## config.mk

```make
export PLATFORM = sky130hd
export DESIGN_NAME = cla_seq_adder_ctrl
export DESIGN_NICKNAME = d
export VERILOG_FILES = /design/src/rtl/cla_seq_adder_ctrl.sv
export SDC_FILE = /design/constraint.sdc
export NUM_CORES = 1
export LEC_CHECK = 0
export CELL_PAD_IN_SITES_DETAIL_PLACEMENT = 1
export CELL_PAD_IN_SITES_GLOBAL_PLACEMENT = 1
export CORE_ASPECT_RATIO = 0.75
export CORE_MARGIN = 10
export CORE_UTILIZATION = 54
export CTS_CLUSTER_DIAMETER = 150
export DETAILED_ROUTE_END_ITERATION = 6
export DONT_BUFFER_PORTS = 1
export GPL_ROUTABILITY_DRIVEN = 0
export PLACE_DENSITY_LB_ADDON = 0.1
export SLEW_MARGIN = 15
export SYNTH_ARGS = -nofsm -noshare
export SYNTH_HDL_FRONTEND = slang
export SYNTH_SLANG_ARGS = --single-unit
```

## constraint.sdc

```tcl
create_clock -name clk -period 5.2 [get_ports clk]
set_clock_uncertainty 0.1 [all_clocks]
set_input_delay 1.3 -clock clk [delete_from_list [all_inputs] [get_ports clk]]
set_output_delay 1.3 -clock clk [all_outputs]
set_load 0.02 [all_outputs]
```

## src/rtl/cla_seq_adder_ctrl.sv

```systemverilog
// Multi-cycle WIDTH-bit adder that time-shares one 4-bit carry-lookahead slice,
// processing one nibble per cycle, least significant nibble first.

module cla4 (
    input  logic [3:0] a_i,
    input  logic [3:0] b_i,
    input  logic       c_i,
    output logic [3:0] s_o,
    output logic       c_o
);
    logic [3:0] p;
    logic [3:0] g;
    logic [4:0] c;

    assign p = a_i ^ b_i;
    assign g = a_i & b_i;

    // Every carry is a flat sum of products, with no ripple path between bits.
    assign c[0] = c_i;
    assign c[1] = g[0] | (p[0] & c_i);
    assign c[2] = g[1] | (p[1] & g[0]) | (p[1] & p[0] & c_i);
    assign c[3] = g[2] | (p[2] & g[1]) | (p[2] & p[1] & g[0])
                | (p[2] & p[1] & p[0] & c_i);
    assign c[4] = g[3] | (p[3] & g[2]) | (p[3] & p[2] & g[1])
                | (p[3] & p[2] & p[1] & g[0]) | (p[3] & p[2] & p[1] & p[0] & c_i);

    assign s_o = p ^ c[3:0];
    assign c_o = c[4];
endmodule

module cla_seq_adder_ctrl #(
    parameter int WIDTH = 16
) (
    input  logic             clk,
    input  logic             rst,
    input  logic             start,
    input  logic [WIDTH-1:0] a,
    input  logic [WIDTH-1:0] b,
    input  logic             cin,
    output logic             busy,
    output logic             done,
    output logic [WIDTH-1:0] sum,
    output logic             cout,
    output logic             ovf,
    output logic [1:0]       dbg_state
);
    localparam int NIB = WIDTH / 4;
    localparam int CW  = (NIB > 1) ? $clog2(NIB) : 1;

    // Handshake: start is sampled only when busy=0 (IDLE or DONE). An accepted
    // start captures a/b/cin; busy stays high for NIB cycles, then done pulses
    // for one cycle while sum/cout/ovf are valid. A start held high through
    // the done cycle begins the next add with no idle gap.
    typedef enum logic [1:0] {
        S_IDLE = 2'd0,
        S_RUN  = 2'd1,
        S_DONE = 2'd2
    } state_t;

    state_t           state_q, state_d;
    logic [WIDTH-1:0] a_q, a_d;
    logic [WIDTH-1:0] b_q, b_d;
    logic             carry_q, carry_d;
    logic [CW-1:0]    cnt_q, cnt_d;
    logic [WIDTH-1:0] sum_q, sum_d;
    logic             cout_q, cout_d;
    logic             ovf_q, ovf_d;

    logic [CW+1:0]    nib_idx;
    logic [3:0]       slice_a;
    logic [3:0]       slice_b;
    logic [3:0]       slice_s;
    logic             slice_c;
    logic             last_nib;

    assign nib_idx  = {cnt_q, 2'b00};
    assign slice_a  = a_q[nib_idx +: 4];
    assign slice_b  = b_q[nib_idx +: 4];
    assign last_nib = (cnt_q == CW'(NIB - 1));

    cla4 u_cla4 (
        .a_i (slice_a),
        .b_i (slice_b),
        .c_i (carry_q),
        .s_o (slice_s),
        .c_o (slice_c)
    );

    always_ff @(posedge clk or posedge rst) begin
        if (rst) begin
            state_q <= S_IDLE;
            a_q     <= '0;
            b_q     <= '0;
            carry_q <= 1'b0;
            cnt_q   <= '0;
            sum_q   <= '0;
            cout_q  <= 1'b0;
            ovf_q   <= 1'b0;
        end else begin
            state_q <= state_d;
            a_q     <= a_d;
            b_q     <= b_d;
            carry_q <= carry_d;
            cnt_q   <= cnt_d;
            sum_q   <= sum_d;
            cout_q  <= cout_d;
            ovf_q   <= ovf_d;
        end
    end

    always_comb begin
        state_d = state_q;
        a_d     = a_q;
        b_d     = b_q;
        carry_d = carry_q;
        cnt_d   = cnt_q;
        sum_d   = sum_q;
        cout_d  = cout_q;
        ovf_d   = ovf_q;
        case (state_q)
            S_IDLE, S_DONE: begin
                if (start) begin
                    a_d     = a;
                    b_d     = b;
                    carry_d = cin;
                    cnt_d   = '0;
                    sum_d   = '0;
                    state_d = S_RUN;
                end else if (state_q == S_DONE) begin
                    state_d = S_IDLE;
                end
            end
            S_RUN: begin
                sum_d[nib_idx +: 4] = slice_s;
                carry_d = slice_c;
                cnt_d   = cnt_q + CW'(1);
                if (last_nib) begin
                    // Counter parks at 0 so a single-nibble build never leaves it.
                    cnt_d   = '0;
                    cout_d  = slice_c;
                    ovf_d   = (a_q[WIDTH-1] == b_q[WIDTH-1]) && (slice_s[3] != a_q[WIDTH-1]);
                    state_d = S_DONE;
                end
            end
            default: state_d = S_IDLE;
        endcase
    end

    assign busy      = (state_q == S_RUN);
    assign done      = (state_q == S_DONE);
    assign sum       = sum_q;
    assign cout      = cout_q;
    assign ovf       = ovf_q;
    assign dbg_state = state_q;
endmodule

```

==> results of run 1 <==
## per-layer routing
layer / routed length (microns) / part of all wire, % / track usage (%) / vias to the layer above
met5: 0 / 0 / 0 / -
met3: 446 / 7.5 / 5.97 / 13
met2: 2800 / 47 / 24.3 / 51
li1: - / - / - / 662
met4: 103 / 1.7 / 6.00 / 0
met1: 2590 / 44 / 19.0 / 792
## layout make-up
type / count / area, sq um
Fill cell: 442 / 1820
Sequential cell: 55 / 1380
Multi-Input combinational cell: 112 / 1120
Clock buffer: 8 / 100
Tap cell: 57 / 71.3
Inverter: 5 / 21.3
Antenna cell: 1 / 2.50
## state kept, by name, summed over array words and instances, names as in the netlist
signal     flops
a_q           16
b_q           16
sum           16
cnt_q          2
dbg_state      2
carry_q        1
cout           1
ovf            1
## final timing paths
path,start,end,slack (ps),cells after the start
max reg2reg,cnt_q[0],sum[7],2110,6
max in group asynchronous,rst,b_q[1],3520,1
min in group asynchronous,rst,sum[12],940,1
min,b_q[1],b_q[1],390,1
max,cnt_q[0],sum[7],2110,6
min reg2reg,b_q[1],b_q[1],390,1
## worst max-delay path, cell delays in order (launching register included)
cell and delay [ps]:
dfrtp_1 880, mux4_2 660, ha_1 360, a21oi_1 180
nor2_1 100, nor3_1 530, a22o_1 210
## stage by stage
step           instances  utilization [%]  cell area [sq um]
3_5_place_dp         229             57.4               2590
2_1_floorplan        178                -               2550
3_3_place_gp         229             57.4               2590
4_1_cts              237             59.6               2690
5_1_grt              238             59.7               2700
6_report             238             59.7               2700
## cell families after synthesis
group	after synthesis
mux	40
xor+xnor	2
flops	55
compound gates	33
fa+ha+maj	10
simple gates	27
buf+inv	11
## Yosys cell counts
cell type | number | area share (%)
buf_4 | 2 | 0.59
buf_2 | 3 | 0.59
inv_2 | 1 | 0.15
a22oi_1 | 1 | 0.29
clkbuf_1 | 1 | 0.15
mux2_1 | 8 | 3.5
dfrtp_1 | 55 | 54
o31ai_1 | 2 | 0.59
ha_1 | 9 | 4.4
fa_1 | 1 | 0.79
a211oi_1 | 1 | 0.29
xnor2_1 | 1 | 0.34
a21oi_1 | 6 | 1.2
nor4b_4 | 2 | 1.9
o211ai_1 | 1 | 0.29
o21bai_1 | 1 | 0.29
nand3b_1 | 1 | 0.29
nand2b_1 | 1 | 0.25
nand2_1 | 7 | 1.0
nand2_4 | 1 | 0.44
nor4_2 | 1 | 0.49
a22o_1 | 16 | 5.5
o21ai_1 | 2 | 0.39
nor2_1 | 5 | 0.74
nor2b_1 | 3 | 0.74
inv_1 | 3 | 0.44
mux2_2 | 24 | 11
mux4_2 | 8 | 7.1
o21ai_0 | 1 | 0.20
xor2_1 | 1 | 0.34
o21a_1 | 1 | 0.29
or3_1 | 2 | 0.49
clkinv_2 | 1 | 0.20
a21o_1 | 1 | 0.29
nand3_1 | 1 | 0.20
nor3_1 | 3 | 0.59
==> flow_summary.yaml, run 1 <==
outcome:
  status: "finished, final reports clean"
global_routing:
  grt_max_degree: 56
  grt-ovfl-total: 0
  grtUsageTotal_pct: 15.5
  grt_pass1_wl_microns: 9530
  grt_pass1_vias: 1649
  antenna_found_initial: 1
logic_synthesis:
  synth_area_sq_um: 2550
  synth_top_family_by_area: "multiplexers"
  yosys.area_share.xor_xnor_pct: 0.688
  synth_mux_area_share_pct: 21.2
  synth.avg_cell_area_sq_um: 14.3
  synth_seq_area_share_pct: 54.0
  synth_compound_area_share_pct: 9.63
  synth_nets: 224
  synth_adder_area_share_pct: 5.21
  synthDistinctLibCells: 36
  synth_seq_cells: 55
  synthCells: 178
  yosys_warnings: 0
  synthSimpleGateAreaFrac_pct: 7.12
floorplan:
  start_util_pct: 56.4
  die_w_microns: 99.3
  rows: 21
  dieArea_sq_um: 7890
  core-area_sq_um: 4520
  die_h_microns: 79.5
  num_io_pins: 58
clock_network:
  clock_path_buffers: 2
  clk_pin_slew_ps: 90
  cts_max_level: 2
  cts_tree: "yes"
  hold_buffers: 0
  root_buffer: "clkbuf_8"
  cts.repair.resized: 0
  post_cts_buffers: 0
  cts_sinks: 55
  clk_latency_ps: 310
  cts_buffers: 5
routing:
  wl_per_cell_microns: 25.0
  post-route-drc-count: 0
  via_count: 1518
  routed_wirelength_microns: 5940
  drtAntennaViolNets: 0
  vias_per_cell: 6.38
  drt_pass1_iterations: 4
  drt_iter0_drc: 108
final_layout:
  final_common_cell: "dfrtp_1"
  drive_above_1_share_pct: 26.1
  synthToLayoutAreaGrowth_pct: 5.84
  final_cell_mix: "dfrtp_1, mux2_2, a22o_1"
  final_net_count: 225
setup_path:
  worstSetupPathType: "reg -> reg"
  crit_fanout: 15
  cp.required_ps: 5350
  cp.arrival_ps: 3240
  cp-end-kind: "register"
  cp-start-kind: "register"
sta:
  hold_slack_ps: 393
  rsz0062_at_grt: "no"
  fmax_mhz: 324
  tightest_slew_ps: 1040
  hold_viol: 0
  timing.final.ws_setup_ps: 2110
  setup_viol: 0
  finalMaxSlewViolations: 0
  slew_headroom_pct: 30.3
  period_needed_ps: 3090
  finalCritPeriodShare_pct: 59.4
  setup_tns_ps: 0
placement:
  io_buffers: 0
  preCtsSetupSlack_ps: 2120
  dpl.hpwl_microns: 4490
job:
  drv_cap: 0
min_path:
  hp-class: "reg -> reg"
Power of run 1 is left out: the tool's default activity adds up to more than one toggle a clock period on the data nets, which glitch-free logic cannot reach.
==> inputs of run 2 (changes only) <==
--- a/config.mk
+++ b/config.mk
@@ -9,7 +9,7 @@
 export CELL_PAD_IN_SITES_GLOBAL_PLACEMENT = 1
 export CORE_ASPECT_RATIO = 0.75
 export CORE_MARGIN = 10
-export CORE_UTILIZATION = 54
+export CORE_UTILIZATION = 45
 export CTS_CLUSTER_DIAMETER = 150
 export DETAILED_ROUTE_END_ITERATION = 6
 export DONT_BUFFER_PORTS = 1
==> constraint.sdc (replaced) <==
create_clock -name clk -period 2.7 [get_ports clk]
set_clock_uncertainty 0.1 [all_clocks]
set_input_delay 0.675 -clock clk [delete_from_list [all_inputs] [get_ports clk]]
set_output_delay 0.675 -clock clk [all_outputs]
set_load 0.02 [all_outputs]
==> run 2 against run 1 <==
- global-route usage down 2.3 points
- highest routed layer unchanged
- hold slack got worse by 210 ps
- register-to-register slack worse by 2000 ps
==> flow_summary.yaml, run 2 (same netlist as run 1, synthesis figures left out) <==
job:
  drv_cap: 0
setup_path:
  cp.arrival_ps: 2710
  crit_end: "sum[7]"
  crit_fanout: 8
  cp-start-kind: "register"
  cp.required_ps: 2850
  r2r_slack_ps: 140
  worst_r2r_endpoint: "sum[7]"
  crit_start: "cnt_q[0]"
  cp-end-kind: "register"
  reg2regPathDepth: 6
  rr_startpoint: "cnt_q[0]"
  worstSetupPathType: "reg -> reg"
clock_network:
  root_buffer: "clkbuf_8"
  cts.repair.resized: 1
  hold_buffers: 0
  clock_path_buffers: 2
  cts_buffers: 5
  cts_max_level: 2
  clk_pin_slew_ps: 100
  clk_latency_ps: 310
  cts_tree: "yes"
  cts_sinks: 55
  post_cts_buffers: 0
global_routing:
  grtUsageTotal_pct: 13.2
  grt_pass1_vias: 1672
  grt-ovfl-total: 0
  grt_max_degree: 40
  antenna_found_initial: 0
  grt_pass1_wl_microns: 9400
routing:
  drt_iter0_drc: 55
  wl_per_cell_microns: 22.0
  routed_wirelength_microns: 5750
  drt_pass1_iterations: 4
  drtAntennaViolNets: 0
  via_count: 1482
  post-route-drc-count: 0
  vias_per_cell: 5.68
power:
  intPower_mw: 2.35
  p_leak_nw: 1.19
  p_sw_mw: 1.86
  ir_drop_mv: 0.585
  p_per_area_nw_per_um2: 1530
  p_comb_share_pct: 50.4
  clockPowerShare_pct: 11.3
  seq_power_share_pct: 38.4
  switching_share_pct: 44.2
final_layout:
  final_cell_mix: "dfrtp_1, mux2_2, a22o_1"
  final_common_cell: "dfrtp_1"
  diodes: 0
  synthToLayoutAreaGrowth_pct: 8.35
  final_net_count: 231
  final_util_pct: 51.0
  drive_above_1_share_pct: 29.6
  postLayoutCellArea_sq_um: 2760
floorplan:
  core-area_sq_um: 5410
  rows: 23
  dieArea_sq_um: 9100
  num_io_pins: 58
  die_h_microns: 85.2
  start_util_pct: 47.1
  die_w_microns: 107
placement:
  io_buffers: 0
  dpl.hpwl_microns: 4560
  placed_area_sq_um: 2660
sta:
  hold_viol: 0
  setup_viol: 0
  period_needed_ps: 2560
  rsz0062_at_grt: "no"
  tightest_slew_ps: 621
  slew_headroom_pct: 58.3
  finalMaxSlewViolations: 0
  finalCritPeriodShare_pct: 94.7
  fmax_mhz: 391
min_path:
  hp-class: "in -> async"
outcome:
  status: "finished, final reports clean"
run 2: area by class of cell:
type	instances	area, sq um
fillers	551	2650
flip-flops and latches	55	1380
multi-input cells	112	1120
well taps	75	93.8
clock buffers	6	82.6
repair buffers	6	45.0
inverters	5	20.0
clock inverters	2	16.3
run 2: worst max-delay path, cell delays in order (launching register included):
cell	delay, ps
dfrtp_2	530
mux4_2	600
ha_1	360
a21oi_1	180
nor2_1	100
nor3_1	440
a22o_1	210
run 2: metrics by stage:
step | TNS [ps] | setup slack (ps) | power, mW | hold slack [ps] | instances
after floorplan | 0 | 176 | 3.17 | 353 | 178
after global placement | 0 | 131 | 3.64 | 371 | 253
after detailed placement | -5.81 | -5.81 | 3.78 | 377 | 253
after CTS | 0 | 113 | 4.27 | 191 | 261
after global routing | 0 | 30.5 | 4.57 | 193 | 261
final | 0 | 142 | 4.22 | 183 | 261
run 2: per-layer routing:
| metal | routed length, microns | vias to the layer above | global-route usage (%) |
|---|---|---|---|
| met5 | 0 | - | 0 |
| met4 | 47 | 0 | 3.31 |
| met3 | 496 | 5 | 5.59 |
| met2 | 2640 | 42 | 20.6 |
| met1 | 2560 | 760 | 16.5 |
| li1 | - | 675 | - |
run 2: power groups by stage:
stage / Clock, mW / Sequential, mW / Combinational (mW)
2_1_floorplan: 0 / 1.49 / 1.68
3_3_place_gp: 0 / 1.63 / 2.01
3_5_place_dp: 0 / 1.65 / 2.13
4_1_cts: 0.489 / 1.63 / 2.15
5_1_grt: 0.534 / 1.68 / 2.35
6_report: 0.475 / 1.62 / 2.12
run 2: worst min-delay path by stage:
stage               startpoint      end  slack, ps  depth (start not counted)
finish                     rst  sum[13]        180                          2
floorplan              a_q[14]  a_q[14]        350                          1
detailed placement      b_q[2]   b_q[2]        380                          1
CTS                        rst   sum[7]        190                          2
global placement       a_q[14]  a_q[14]        370                          1
global route               rst   a_q[9]        190                          2
(Power assumes the default switching activity.)
